===== src/rtl/muldiv_pkg.sv =====
// Shared types for the iterative multiply/divide sequencer: op codes,
// sequencer states and the default operand width.
package muldiv_pkg;

    localparam int WIDTH_DEF = 32;

    typedef enum logic [1:0] {
        OP_MULT  = 2'd0,
        OP_MULTU = 2'd1,
        OP_DIV   = 2'd2,
        OP_DIVU  = 2'd3
    } op_e;

    typedef enum logic [1:0] {
        S_IDLE  = 2'd0,
        S_LOAD  = 2'd1,
        S_ITER  = 2'd2,
        S_FIXUP = 2'd3
    } state_e;

endpackage


===== src/rtl/muldiv_hilo_ctrl_if.sv =====
// EX-stage / hazard-unit side of the multiply/divide sequencer and HI/LO pair.
interface muldiv_hilo_ctrl_if #(
    parameter int WIDTH = muldiv_pkg::WIDTH_DEF
);
    logic             start;
    logic [1:0]       op;
    logic [WIDTH-1:0] rs_val;
    logic [WIDTH-1:0] rt_val;
    logic             abort;
    logic             mf_req;
    logic             mt_we;
    logic             mt_sel;
    logic [WIDTH-1:0] mt_data;
    logic [WIDTH-1:0] hi;
    logic [WIDTH-1:0] lo;
    logic             mult_ready;
    logic             done;
    logic             stall_req;

    modport master (
        output start, op, rs_val, rt_val, abort, mf_req, mt_we, mt_sel, mt_data,
        input  hi, lo, mult_ready, done, stall_req
    );

    modport slave (
        input  start, op, rs_val, rt_val, abort, mf_req, mt_we, mt_sel, mt_data,
        output hi, lo, mult_ready, done, stall_req
    );
endinterface


===== src/rtl/muldiv_iter_step.sv =====
// One radix-2 iteration: shift-add for multiply, restoring subtract for divide.
// acc = {partial product | remainder, multiplier | quotient bits}.
module muldiv_iter_step #(
    parameter int WIDTH = 32
) (
    input  logic [2*WIDTH-1:0] acc,
    input  logic [WIDTH-1:0]   operand,
    input  logic               is_div,
    output logic [2*WIDTH-1:0] next_acc
);
    logic [WIDTH:0] sum_s;
    logic [WIDTH:0] rem_sh_s;
    logic [WIDTH:0] diff_s;

    // The remainder keeps one extra bit after the shift so the compare never overflows
    always_comb begin
        sum_s    = {1'b0, acc[2*WIDTH-1:WIDTH]} + {1'b0, (acc[0] ? operand : {WIDTH{1'b0}})};
        rem_sh_s = acc[2*WIDTH-1:WIDTH-1];
        diff_s   = rem_sh_s - {1'b0, operand};
        if (is_div) begin
            if (diff_s[WIDTH]) begin
                next_acc = {rem_sh_s[WIDTH-1:0], acc[WIDTH-2:0], 1'b0};
            end else begin
                next_acc = {diff_s[WIDTH-1:0], acc[WIDTH-2:0], 1'b1};
            end
        end else begin
            next_acc = {sum_s, acc[WIDTH-1:1]};
        end
    end
endmodule


===== src/rtl/muldiv_hilo_ctrl.sv =====
// Sequencer for the shared iterative multiply/divide unit and the HI/LO pair,
// with interlocks for MFHI/MFLO/MTHI/MTLO against an op in flight.
module muldiv_hilo_ctrl
    import muldiv_pkg::*;
#(
    parameter int WIDTH = WIDTH_DEF
) (
    input  logic              clk,
    input  logic              reset,
    muldiv_hilo_ctrl_if.slave bus
);
    localparam int CW = $clog2(WIDTH);

    state_e             state_r;
    op_e                op_r;
    logic [2*WIDTH-1:0] acc_r;
    logic [WIDTH-1:0]   operand_r;
    logic [WIDTH-1:0]   hi_r;
    logic [WIDTH-1:0]   lo_r;
    logic [CW-1:0]      cnt_r;
    logic               neg_lo_r;
    logic               neg_hi_r;
    logic               divz_r;
    logic               done_r;
    logic               ready_r;

    logic               is_div_s;
    logic               is_signed_s;
    logic               busy_s;
    logic               accept_s;
    logic [WIDTH-1:0]   abs_a_s;
    logic [WIDTH-1:0]   abs_b_s;
    logic [WIDTH-1:0]   res_hi_s;
    logic [WIDTH-1:0]   res_lo_s;
    logic [2*WIDTH-1:0] step_s;
    logic [2*WIDTH-1:0] neg_step_s;

    muldiv_iter_step #(.WIDTH(WIDTH)) u_step (
        .acc      (acc_r),
        .operand  (operand_r),
        .is_div   (is_div_s),
        .next_acc (step_s)
    );

    // Op decode; during LOAD acc_r[WIDTH-1:0] holds raw rs and operand_r raw rt
    always_comb begin
        is_div_s    = (op_r == OP_DIV) || (op_r == OP_DIVU);
        is_signed_s = (op_r == OP_MULT) || (op_r == OP_DIV);
        busy_s      = (state_r == S_LOAD) || (state_r == S_ITER);
        accept_s    = bus.start && !bus.abort && !busy_s;
        abs_a_s     = (is_signed_s && acc_r[WIDTH-1]) ? -acc_r[WIDTH-1:0] : acc_r[WIDTH-1:0];
        abs_b_s     = (is_signed_s && operand_r[WIDTH-1]) ? -operand_r : operand_r;
    end

    // Sign correction of the last iteration's result; divide by zero stays raw
    always_comb begin
        neg_step_s = -step_s;
        res_hi_s   = step_s[2*WIDTH-1:WIDTH];
        res_lo_s   = step_s[WIDTH-1:0];
        if (!is_div_s) begin
            if (neg_lo_r) begin
                res_hi_s = neg_step_s[2*WIDTH-1:WIDTH];
                res_lo_s = neg_step_s[WIDTH-1:0];
            end else begin
                res_hi_s = step_s[2*WIDTH-1:WIDTH];
                res_lo_s = step_s[WIDTH-1:0];
            end
        end else if (divz_r) begin
            res_hi_s = step_s[2*WIDTH-1:WIDTH];
            res_lo_s = step_s[WIDTH-1:0];
        end else begin
            res_lo_s = neg_lo_r ? -step_s[WIDTH-1:0] : step_s[WIDTH-1:0];
            res_hi_s = neg_hi_r ? -step_s[2*WIDTH-1:WIDTH] : step_s[2*WIDTH-1:WIDTH];
        end
    end

    // Sequencer FSM, iteration registers and architectural HI/LO
    always_ff @(posedge clk or negedge reset) begin
        if (!reset) begin
            state_r   <= S_IDLE;
            op_r      <= OP_MULT;
            acc_r     <= {(2*WIDTH){1'b0}};
            operand_r <= {WIDTH{1'b0}};
            hi_r      <= {WIDTH{1'b0}};
            lo_r      <= {WIDTH{1'b0}};
            cnt_r     <= {CW{1'b0}};
            neg_lo_r  <= 1'b0;
            neg_hi_r  <= 1'b0;
            divz_r    <= 1'b0;
            done_r    <= 1'b0;
            ready_r   <= 1'b1;
        end else begin
            done_r <= 1'b0;
            case (state_r)
                S_IDLE, S_FIXUP: begin
                    if (accept_s) begin
                        state_r   <= S_LOAD;
                        op_r      <= op_e'(bus.op);
                        acc_r     <= {{WIDTH{1'b0}}, bus.rs_val};
                        operand_r <= bus.rt_val;
                        ready_r   <= 1'b0;
                    end else begin
                        state_r   <= S_IDLE;
                    end
                    // HI/LO were just written by the op in FIXUP, so a coincident MT write is dropped
                    if ((state_r == S_IDLE) && bus.mt_we) begin
                        if (bus.mt_sel) begin
                            hi_r <= bus.mt_data;
                        end else begin
                            lo_r <= bus.mt_data;
                        end
                    end
                end
                S_LOAD: begin
                    if (bus.abort) begin
                        state_r <= S_IDLE;
                        ready_r <= 1'b1;
                    end else begin
                        acc_r     <= {{WIDTH{1'b0}}, (is_div_s ? abs_a_s : abs_b_s)};
                        operand_r <= is_div_s ? abs_b_s : abs_a_s;
                        neg_lo_r  <= is_signed_s && (acc_r[WIDTH-1] ^ operand_r[WIDTH-1]);
                        neg_hi_r  <= is_signed_s && acc_r[WIDTH-1];
                        divz_r    <= is_div_s && (operand_r == {WIDTH{1'b0}});
                        cnt_r     <= CW'(WIDTH - 1);
                        state_r   <= S_ITER;
                    end
                end
                S_ITER: begin
                    if (bus.abort) begin
                        state_r <= S_IDLE;
                        ready_r <= 1'b1;
                    end else begin
                        acc_r <= step_s;
                        if (cnt_r == {CW{1'b0}}) begin
                            hi_r    <= res_hi_s;
                            lo_r    <= res_lo_s;
                            done_r  <= 1'b1;
                            ready_r <= 1'b1;
                            state_r <= S_FIXUP;
                        end else begin
                            cnt_r <= cnt_r - CW'(1);
                        end
                    end
                end
                default: begin
                    state_r <= S_IDLE;
                    ready_r <= 1'b1;
                end
            endcase
        end
    end

    assign bus.hi         = hi_r;
    assign bus.lo         = lo_r;
    assign bus.done       = done_r;
    assign bus.mult_ready = ready_r;
    assign bus.stall_req  = busy_s && (bus.mf_req || bus.mt_we);

endmodule

===== src/flat_wrapper.sv =====
// flat-port wrapper written by rule: the top's interface ports become plain ports
module muldiv_hilo_ctrl_flat import muldiv_pkg::*;
#(
    parameter int WIDTH = WIDTH_DEF
)
  (clk, reset, bus_start, bus_op, bus_rs_val, bus_rt_val, bus_abort, bus_mf_req, bus_mt_we, bus_mt_sel, bus_mt_data, bus_hi, bus_lo, bus_mult_ready, bus_done, bus_stall_req);
  muldiv_hilo_ctrl_if #(.WIDTH(WIDTH)) bus_i ();
  input  logic clk;
  input  logic reset;
  input wire logic [$bits(bus_i.start)-1:0] bus_start;
  input wire logic [$bits(bus_i.op)-1:0] bus_op;
  input wire logic [$bits(bus_i.rs_val)-1:0] bus_rs_val;
  input wire logic [$bits(bus_i.rt_val)-1:0] bus_rt_val;
  input wire logic [$bits(bus_i.abort)-1:0] bus_abort;
  input wire logic [$bits(bus_i.mf_req)-1:0] bus_mf_req;
  input wire logic [$bits(bus_i.mt_we)-1:0] bus_mt_we;
  input wire logic [$bits(bus_i.mt_sel)-1:0] bus_mt_sel;
  input wire logic [$bits(bus_i.mt_data)-1:0] bus_mt_data;
  output wire logic [$bits(bus_i.hi)-1:0] bus_hi;
  output wire logic [$bits(bus_i.lo)-1:0] bus_lo;
  output wire logic [$bits(bus_i.mult_ready)-1:0] bus_mult_ready;
  output wire logic [$bits(bus_i.done)-1:0] bus_done;
  output wire logic [$bits(bus_i.stall_req)-1:0] bus_stall_req;
  assign bus_i.start = bus_start;
  assign bus_i.op = bus_op;
  assign bus_i.rs_val = bus_rs_val;
  assign bus_i.rt_val = bus_rt_val;
  assign bus_i.abort = bus_abort;
  assign bus_i.mf_req = bus_mf_req;
  assign bus_i.mt_we = bus_mt_we;
  assign bus_i.mt_sel = bus_mt_sel;
  assign bus_i.mt_data = bus_mt_data;
  assign bus_hi = bus_i.hi;
  assign bus_lo = bus_i.lo;
  assign bus_mult_ready = bus_i.mult_ready;
  assign bus_done = bus_i.done;
  assign bus_stall_req = bus_i.stall_req;
  muldiv_hilo_ctrl #(.WIDTH(WIDTH)) u_core (.clk(clk), .reset(reset), .bus(bus_i));
endmodule

===== config.mk =====
export PLATFORM = sky130hd
export DESIGN_NAME = muldiv_hilo_ctrl_flat
export DESIGN_NICKNAME = d
export VERILOG_FILES = /design/src/rtl/muldiv_pkg.sv /design/src/rtl/muldiv_hilo_ctrl_if.sv /design/src/rtl/muldiv_iter_step.sv /design/src/rtl/muldiv_hilo_ctrl.sv /design/src/flat_wrapper.sv
export SDC_FILE = /design/constraint.sdc
export NUM_CORES = 1
export LEC_CHECK = 0
export CAP_MARGIN = 0
export CORE_MARGIN = 1.5
export CORE_UTILIZATION = 50
export CTS_BUF_LIST = sky130_fd_sc_hd__clkbuf_16
export DETAILED_ROUTE_END_ITERATION = 12
export PLACE_DENSITY = 0.79
export SLEW_MARGIN = 20
export SYNTH_ARGS = -nofsm -noshare
export SYNTH_HDL_FRONTEND = slang
export SYNTH_HIERARCHICAL = 1
export SYNTH_SLANG_ARGS = --single-unit
export TNS_END_PERCENT = 10

===== constraint.sdc =====
create_clock -name clk -period 5.11 [get_ports clk]
set_input_delay 0.7665 -clock clk [delete_from_list [all_inputs] [get_ports clk]]
set_output_delay 0.7665 -clock clk [all_outputs]
set_load 0.02 [all_outputs]

# Word-level counts from Yosys, hierarchy flattened
# Index checks and enable logic that the tools add are counted.
[totals] register_bits=174 input_bits=105
[op_classes] addsub=8 n_eq_ne=15 mux=49 bitwise_logic=2 n_reduce_logical=30
[op_table] operator="32-bit two-way mux" count=23
[op_table] operator="64-bit two-way mux" count=5
[op_table] operator="32-bit case mux with 2 select lines" count=3
[op_table] operator="64-bit case mux with 3 select lines" count=1
[op_table] operator="32-bit negator" count=4
[op_table] operator="64-bit negator" count=1
[op_table] operator="32-bit by 32-bit adder with 33-bit output" count=1
[op_table] operator="33-bit by 32-bit subtractor with 33-bit output" count=1
[op_table] operator="32-bit zero test" count=1
[op_table] operator="5-bit two-way mux" count=3
[op_table] operator="2-bit != test, second input constant" count=7
[op_table] operator="5-bit case mux with 2 select lines" count=1
[op_table] operator="5-bit AND reduction" count=2
[op_table] operator="3-bit AND reduction" count=3
[op_table] operator="2-bit == test, second input constant" count=4
[op_table] operator="1-bit logical AND" count=8
[op_table] operator="1-bit two-way mux" count=8
[op_table] operator="2-bit two-way mux" count=3
[op_table] operator="2-bit case mux with 3 select lines" count=1
[op_table] operator="2-bit nonzero test" count=3
[op_table] operator="5-bit zero test" count=1
[op_table] operator="5-bit by 1-bit subtractor with 5-bit output, second input constant" count=1
[op_table] operator="2-bit zero test" count=2
[op_table] operator="1-bit logical OR" count=4
[op_table] operator="10 further kinds" count=13

# Longest topological paths before layout
[depth] depth_word=10 depth_mapped=21 mapped_depth_nobuf=19

# Modules after synthesis
# The synthesis kept the hierarchy.
[by_module_without_submodules] module="muldiv_hilo_ctrl" n_inst=1 cells_per_inst=1446 area_each_um2=11841.4 seq_area_each_um2=4355.4
[by_module_without_submodules] module="muldiv_iter_step" n_inst=1 cells_per_inst=664 area_each_um2=4580.6 seq_area_each_um2=0.0

# Least setup slack after synthesis
# Ideal clock, no wire load.
[synth_timing] path_type="reg2reg" from="reg u_core.acc_r[31]" to="reg u_core.hi_r[28] (netlist: u_core/bus.hi[28])" t_arrival_ns=4.942 slack_ns=0.046 stages_incl_launch_ff=22 path_buffers=3 period_less_slack_ns=5.064 path_cell_list="dfrtp_1 > inv_1 > ha_1 > fa_1 > nand2b_1 > a21oi_1 > o21ai_1 > o21ai_2 > a31oi_4 > a21oi_4 > xor2_4 > buf_6 > o22ai_1 > a31o_1 > or4_1 > or2_2 > buf_2 > or2_2 > clkbuf_1 > or4_1 > a21oi_1 > nor3_1"
[synth_between] elab_chain_cells=10
[synth_lines] item="start: declaration" line="muldiv_hilo_ctrl.sv:16" rtl="logic [2*WIDTH-1:0] acc_r;"
[synth_lines] item="start signal: assignment" line="muldiv_hilo_ctrl.sv:82" rtl="acc_r <= {(2*WIDTH){1'b0}};"
[synth_lines] item="start signal: assignment" line="muldiv_hilo_ctrl.sv:99" rtl="acc_r <= {{WIDTH{1'b0}}, bus.rs_val};"
[synth_lines] item="start signal: assignment" line="muldiv_hilo_ctrl.sv:119" rtl="acc_r <= {{WIDTH{1'b0}}, (is_div_s ? abs_a_s : abs_b_s)};"
[synth_lines] item="33-bit by 32-bit subtractor with 33-bit output (*)" line="muldiv_iter_step.sv:19" rtl="diff_s = rem_sh_s - {1'b0, operand};"
[synth_lines] item="64-bit two-way mux (*)" line="muldiv_iter_step.sv:21" rtl="if (diff_s[WIDTH]) begin"
[synth_lines] item="64-bit two-way mux (*)" line="muldiv_iter_step.sv:20" rtl="if (is_div) begin"
[synth_lines] item="net u_core.step_s[46]" line="muldiv_hilo_ctrl.sv:35" rtl="logic [2*WIDTH-1:0] step_s;"
[synth_lines] item="32-bit negator" line="muldiv_hilo_ctrl.sv:73" rtl="res_hi_s = neg_hi_r ? -step_s[2*WIDTH-1:WIDTH] : step_s[2*WIDTH-1:WIDTH];"
[synth_lines] item="32-bit two-way mux" line="muldiv_hilo_ctrl.sv:73"
[synth_lines] item="32-bit two-way mux" line="muldiv_hilo_ctrl.sv:68" rtl="end else if (divz_r) begin"
[synth_lines] item="32-bit two-way mux (*)" line="muldiv_hilo_ctrl.sv:60" rtl="if (!is_div_s) begin"
[synth_lines] item="32-bit two-way mux (*)" line="muldiv_hilo_ctrl.sv:134" rtl="if (cnt_r == {CW{1'b0}}) begin"
[synth_lines] item="32-bit two-way mux (*)" line="muldiv_hilo_ctrl.sv:129" rtl="if (bus.abort) begin"
[synth_lines] item="32-bit case mux with 2 select lines (*)" line="muldiv_hilo_ctrl.sv:94" rtl="case (state_r)"
[synth_lines] item="end signal: assignment" line="muldiv_hilo_ctrl.sv:84" rtl="hi_r <= {WIDTH{1'b0}};"
[synth_lines] item="end signal: assignment" line="muldiv_hilo_ctrl.sv:108" rtl="hi_r <= bus.mt_data;"
[synth_lines] item="end signal: assignment" line="muldiv_hilo_ctrl.sv:135" rtl="hi_r <= res_hi_s;"
[synth_lines] item="end: declaration" line="muldiv_hilo_ctrl.sv:18" rtl="logic [WIDTH-1:0] hi_r;"
# Mark *: on every way through the listed nets, which the timed path passes. The rest lies on a longest branch. The select of a mux whose other input is x is not followed.
# A chain may end at the register's enable or synchronous reset.

# Final worst setup path
# Ends and elaborated chain as after synthesis.

==> reports/qor.yml <==
synthesis:
  ys.warnings.count: 6
  synth_edf_count: 0
  synth-compound-area-share: 0.269
  synth.net_count: 2291
  async_flop_share: 1.00
  yosys_register_bits: 174
  post_synth_inst_count: 2110
  synth_top_family_by_area: "compound AO/OA/AOI/OAI gates"
  ys_types: 90
  yosys.area_share.adder: 0.0588
  synthMuxAreaShare: 0.0524
  yosysTopAreaCellShare: 0.264
  avgSynthCellArea_um2: 7.78
  yosys.area.top_type: "dfrtp_1"
  synth_ff_type: "dfrtp_1"
  syn_area_um2: 16400
  synthTopCellsByArea: "dfrtp_1, nand2_1, ha_1, o21ai_0, xnor2_1"
  synth_seq_area_share: 0.265
  synth_xor_area_frac: 0.0880
  yosys.area_share.simple: 0.215
timing:
  finalMaxSlewViolations: 0
  fin_crit_sh: 0.967
  finalHoldViolCount: 0
  finalWorstSetupSlack_ns: 0.170
  grt_setup_unrepaired: "true"
  fin_skew_ns: 0.0181
  maxSlewHeadroom: 0.290
  fmax_mhz: 202
  finalSetupViolCount: 0
  worst_slew_pin_slew_ns: 1.06
  timing.final.crit_period_ns: 4.94
worst_setup_path:
  r2r_slack_ns: 0.17
  reg2reg_to: "u_core/bus.hi[28]$_DFFE_PN0P_"
  startpoint_type: "flop"
  crit_buf_inv: 1
  cp_top_family: "simple AND/OR/NAND/NOR gates"
  worst-path-max-fanout: 6
  r2r_start: "u_core/acc_r[31]$_DFFE_PN0P_"
  worst-r2r-cell-count: 18
  cp_data_required_time_ns: 5.46
  arrival_ns: 5.29
  crit_chain: "inv_1 > ha_1 > fa_1 > nand2b_4 > a21oi_2 > o21ai_2 > o21ai_2 > a31oi_4 > a21oi_4 > xor2_4 > mux2i_1 > mux2i_1 > or4_4 > or2_2 > or2_4 > or4_1 > a21oi_1 > nor3_1"
  cpMaxStageDelayCell: "or4_4"
  cpPeakStageDelay_ns: 0.61
  end_kind: "flop"
  path_class: "flop to flop"
routing:
  drtPass1Iterations: 6
  remaining_drc_errors: 0
  drt.antenna.violating_nets: 0
  wl_per_cell_um: 25.9
  drt_wl_total_um: 71500
  vias_per_cell: 6.62
  vias: 18305
  drt_iter0_drc: 2406
clock_tree:
  cts_buffers: 17
  cts_max_path_buffers: 2
  clkLatencyLatePin_ns: 0.48
  htree_levels: 4
  cts_sinks: 174
  cts_tree: "built"
  cts.clk_slew.worst_paths_ns: 0.08
  cts-root-buf: "clkbuf_16"
global_route:
  first_global_vias: 17370
  track_usage: 0.422
  grt_max_degree: 85
  overflow: 0
  grt_pass1_wl_um: 106000
  antenna_found_initial: 4
status:
  outcome: "complete, no violations"
power:
  vdd_drop_max_v: 0.000295
  powerDensity_nw_per_um2: 458
  p_leak_uw: 0.00827
floorplan:
  dieArea_um2: 33900
  start_util: 0.506
  die_w_um: 184
  pin_count: 172
  coreArea_um2: 32500
  rows: 66
  fp.dieH_um: 184
layout:
  nNetsFinal: 2488
  design_area_um2: 19900
  n_fill_cell: 2946
  syn2layout_area_growth_pct: 21.4
  drive_gt1_frac: 0.118
hold_path:
  min_path_type: "input pin to asynchronous set/reset pin"
run:
  maxCapViolCount: 0
placement:
  port_buffers: 171
  gp_congestion: 1.05
  dpl_worst_slack_ns: 0.0250
  post-dp-hpwl_um: 55100
  dpl_cell_area_um2: 19200
[cell usage after synthesis (23+ instances only)]
cell type and number:
nor2_1 163, xnor2_1 86, nand2_1 275, a221oi_1 29, inv_1 80, xor2_1 74
mux2i_1 41, a21o_1 37, o21ai_0 165, a21oi_1 142, nor4_1 23, clkbuf_1 115
nand3_1 38, nor3_1 44, ha_1 74, dfrtp_1 173, and2_1 42, mux2_2 40
or3_1 34, a31oi_1 59
[sequential cells by signal (all words and copies together), names as in the netlist]
register / flops
u_core/bus.mult_ready: 1
u_core/neg_lo_r: 1
u_core/operand_r: 32
u_core/bus.hi: 32
u_core/cnt_r: 5
u_core/acc_r: 64
u_core/state_r: 2
u_core/bus.lo: 32
u_core/divz_r: 1
u_core/op_r: 2
u_core/bus.done: 1
u_core/neg_hi_r: 1
[per-stage QoR]
stage	power, µW	TNS, ns	hold slack [ns]	std cells	utilization
after detailed placement	7570	0	0.465	2727	0.593
after global placement	7520	0	0.461	2727	0.593
final	9130	0	0.345	2765	0.615
after CTS	8910	0	0.384	2760	0.610
after floorplan	5300	0	0.465	2110	-
after global routing	9510	-0.0692	0.405	2763	0.614
[worst max path at each step]
| stage | start | end | slack (ns) | cells past startpoint |
|---|---|---|---|---|
| 2_1_floorplan | u_core/acc_r[31]$_DFFE_PN0P_ | u_core/bus.hi[28]$_DFFE_PN0P_ | 0.05 | 21 |
| 3_3_place_gp | u_core/acc_r[31]$_DFFE_PN0P_ | u_core/bus.hi[31]$_DFFE_PN0P_ | 0.15 | 19 |
| 3_5_place_dp | u_core/acc_r[31]$_DFFE_PN0P_ | u_core/bus.hi[28]$_DFFE_PN0P_ | 0.03 | 19 |
| 4_1_cts | u_core/acc_r[0]$_DFFE_PN0P_ | u_core/bus.hi[31]$_DFFE_PN0P_ | 0.02 | 18 |
| 5_1_grt | u_core/operand_r[0]$_DFFE_PN0P_ | u_core/bus.hi[26]$_DFFE_PN0P_ | -0.03 | 19 |
| 6_report | u_core/acc_r[31]$_DFFE_PN0P_ | u_core/bus.hi[28]$_DFFE_PN0P_ | 0.17 | 18 |
[cell type report]
class	count	area [µm²]	share of cell area
sequential	174	4360	0.219
clock inverter	15	128	0.00640
tap	442	553	0.0277
timing repair buffer	309	2770	0.139
inverter	82	308	0.0154
multi-input combinational	1723	11400	0.571
clock buffer	17	425	0.0213
antenna	3	7.51	0.000376
[layer usage]
layer  GRT usage  vias to the layer above  part of all wire
li1            -                     8121                 -
met1       0.550                     8856              0.40
met2       0.655                     1110              0.44
met3      0.0909                      214              0.10
met4       0.220                        4             0.058
met5           0                        -           0.00060
[cells by family after synthesis]
kind of cell | Yosys count
XOR/XNOR | 162
multiplexers | 81
AND/OR/NAND/NOR | 738
adder cells (fa/ha/maj) | 76
buffers and inverters | 213
flip-flops | 174
AO/OA/AOI/OAI | 666
[cells in the final DEF, fill, tap and decap left out, types with 10 or more instances in the layout]
| cell type | Yosys | routed |
|---|---|---|
| nand4_1 | 14 | 14 |
| clkdlybuf4s50_1 | 0 | 170 |
| o211ai_1 | 17 | 17 |
| nor2_1 | 163 | 161 |
| a211oi_1 | 15 | 15 |
| o31ai_1 | 17 | 15 |
| a221oi_1 | 29 | 29 |
| nand2b_1 | 11 | 10 |
| a31oi_1 | 59 | 58 |
| a21o_1 | 37 | 37 |
| o221ai_1 | 20 | 19 |
| a21oi_1 | 142 | 139 |
| a22oi_1 | 21 | 20 |
| inv_1 | 80 | 80 |
| nand3_1 | 38 | 38 |
| buf_4 | 4 | 135 |
| nor3_1 | 44 | 44 |
| mux2_2 | 40 | 40 |
| ha_1 | 74 | 73 |
| a21boi_0 | 12 | 12 |
| nor4_1 | 23 | 20 |
| and2_1 | 42 | 42 |
| mux2i_1 | 41 | 39 |
| nand2_1 | 275 | 275 |
| xor2_1 | 74 | 74 |
| and3_1 | 17 | 17 |
| nor2b_1 | 14 | 14 |
| or3_1 | 34 | 34 |
| clkbuf_16 | 0 | 17 |
| dfrtp_1 | 173 | 171 |
| o21ai_0 | 165 | 164 |
| or4_1 | 21 | 20 |
| xnor2_1 | 86 | 86 |
[power by group]
group | switching [µW] | internal (µW) | total [µW] | leakage, µW
combinational | 3370 | 2110 | 5480 | 0.00586
clock | 696 | 641 | 1340 | 0.000274
sequential | 543 | 1770 | 2310 | 0.00214
total | 4610 | 4520 | 9130 | 0.00827
[repair_timing]
action / CTS / global route
hold buffers: 0 / 0
endpoints found under the setup margin: 1 / 22
gates resized for setup: 1 / 24
pin swaps: 1 / 6
buffers inserted: 1 / 2
gates cloned: 0 / 0
hold endpoints to repair: 0 / 0
No activity file was read; power rests on OpenSTA's default activity.
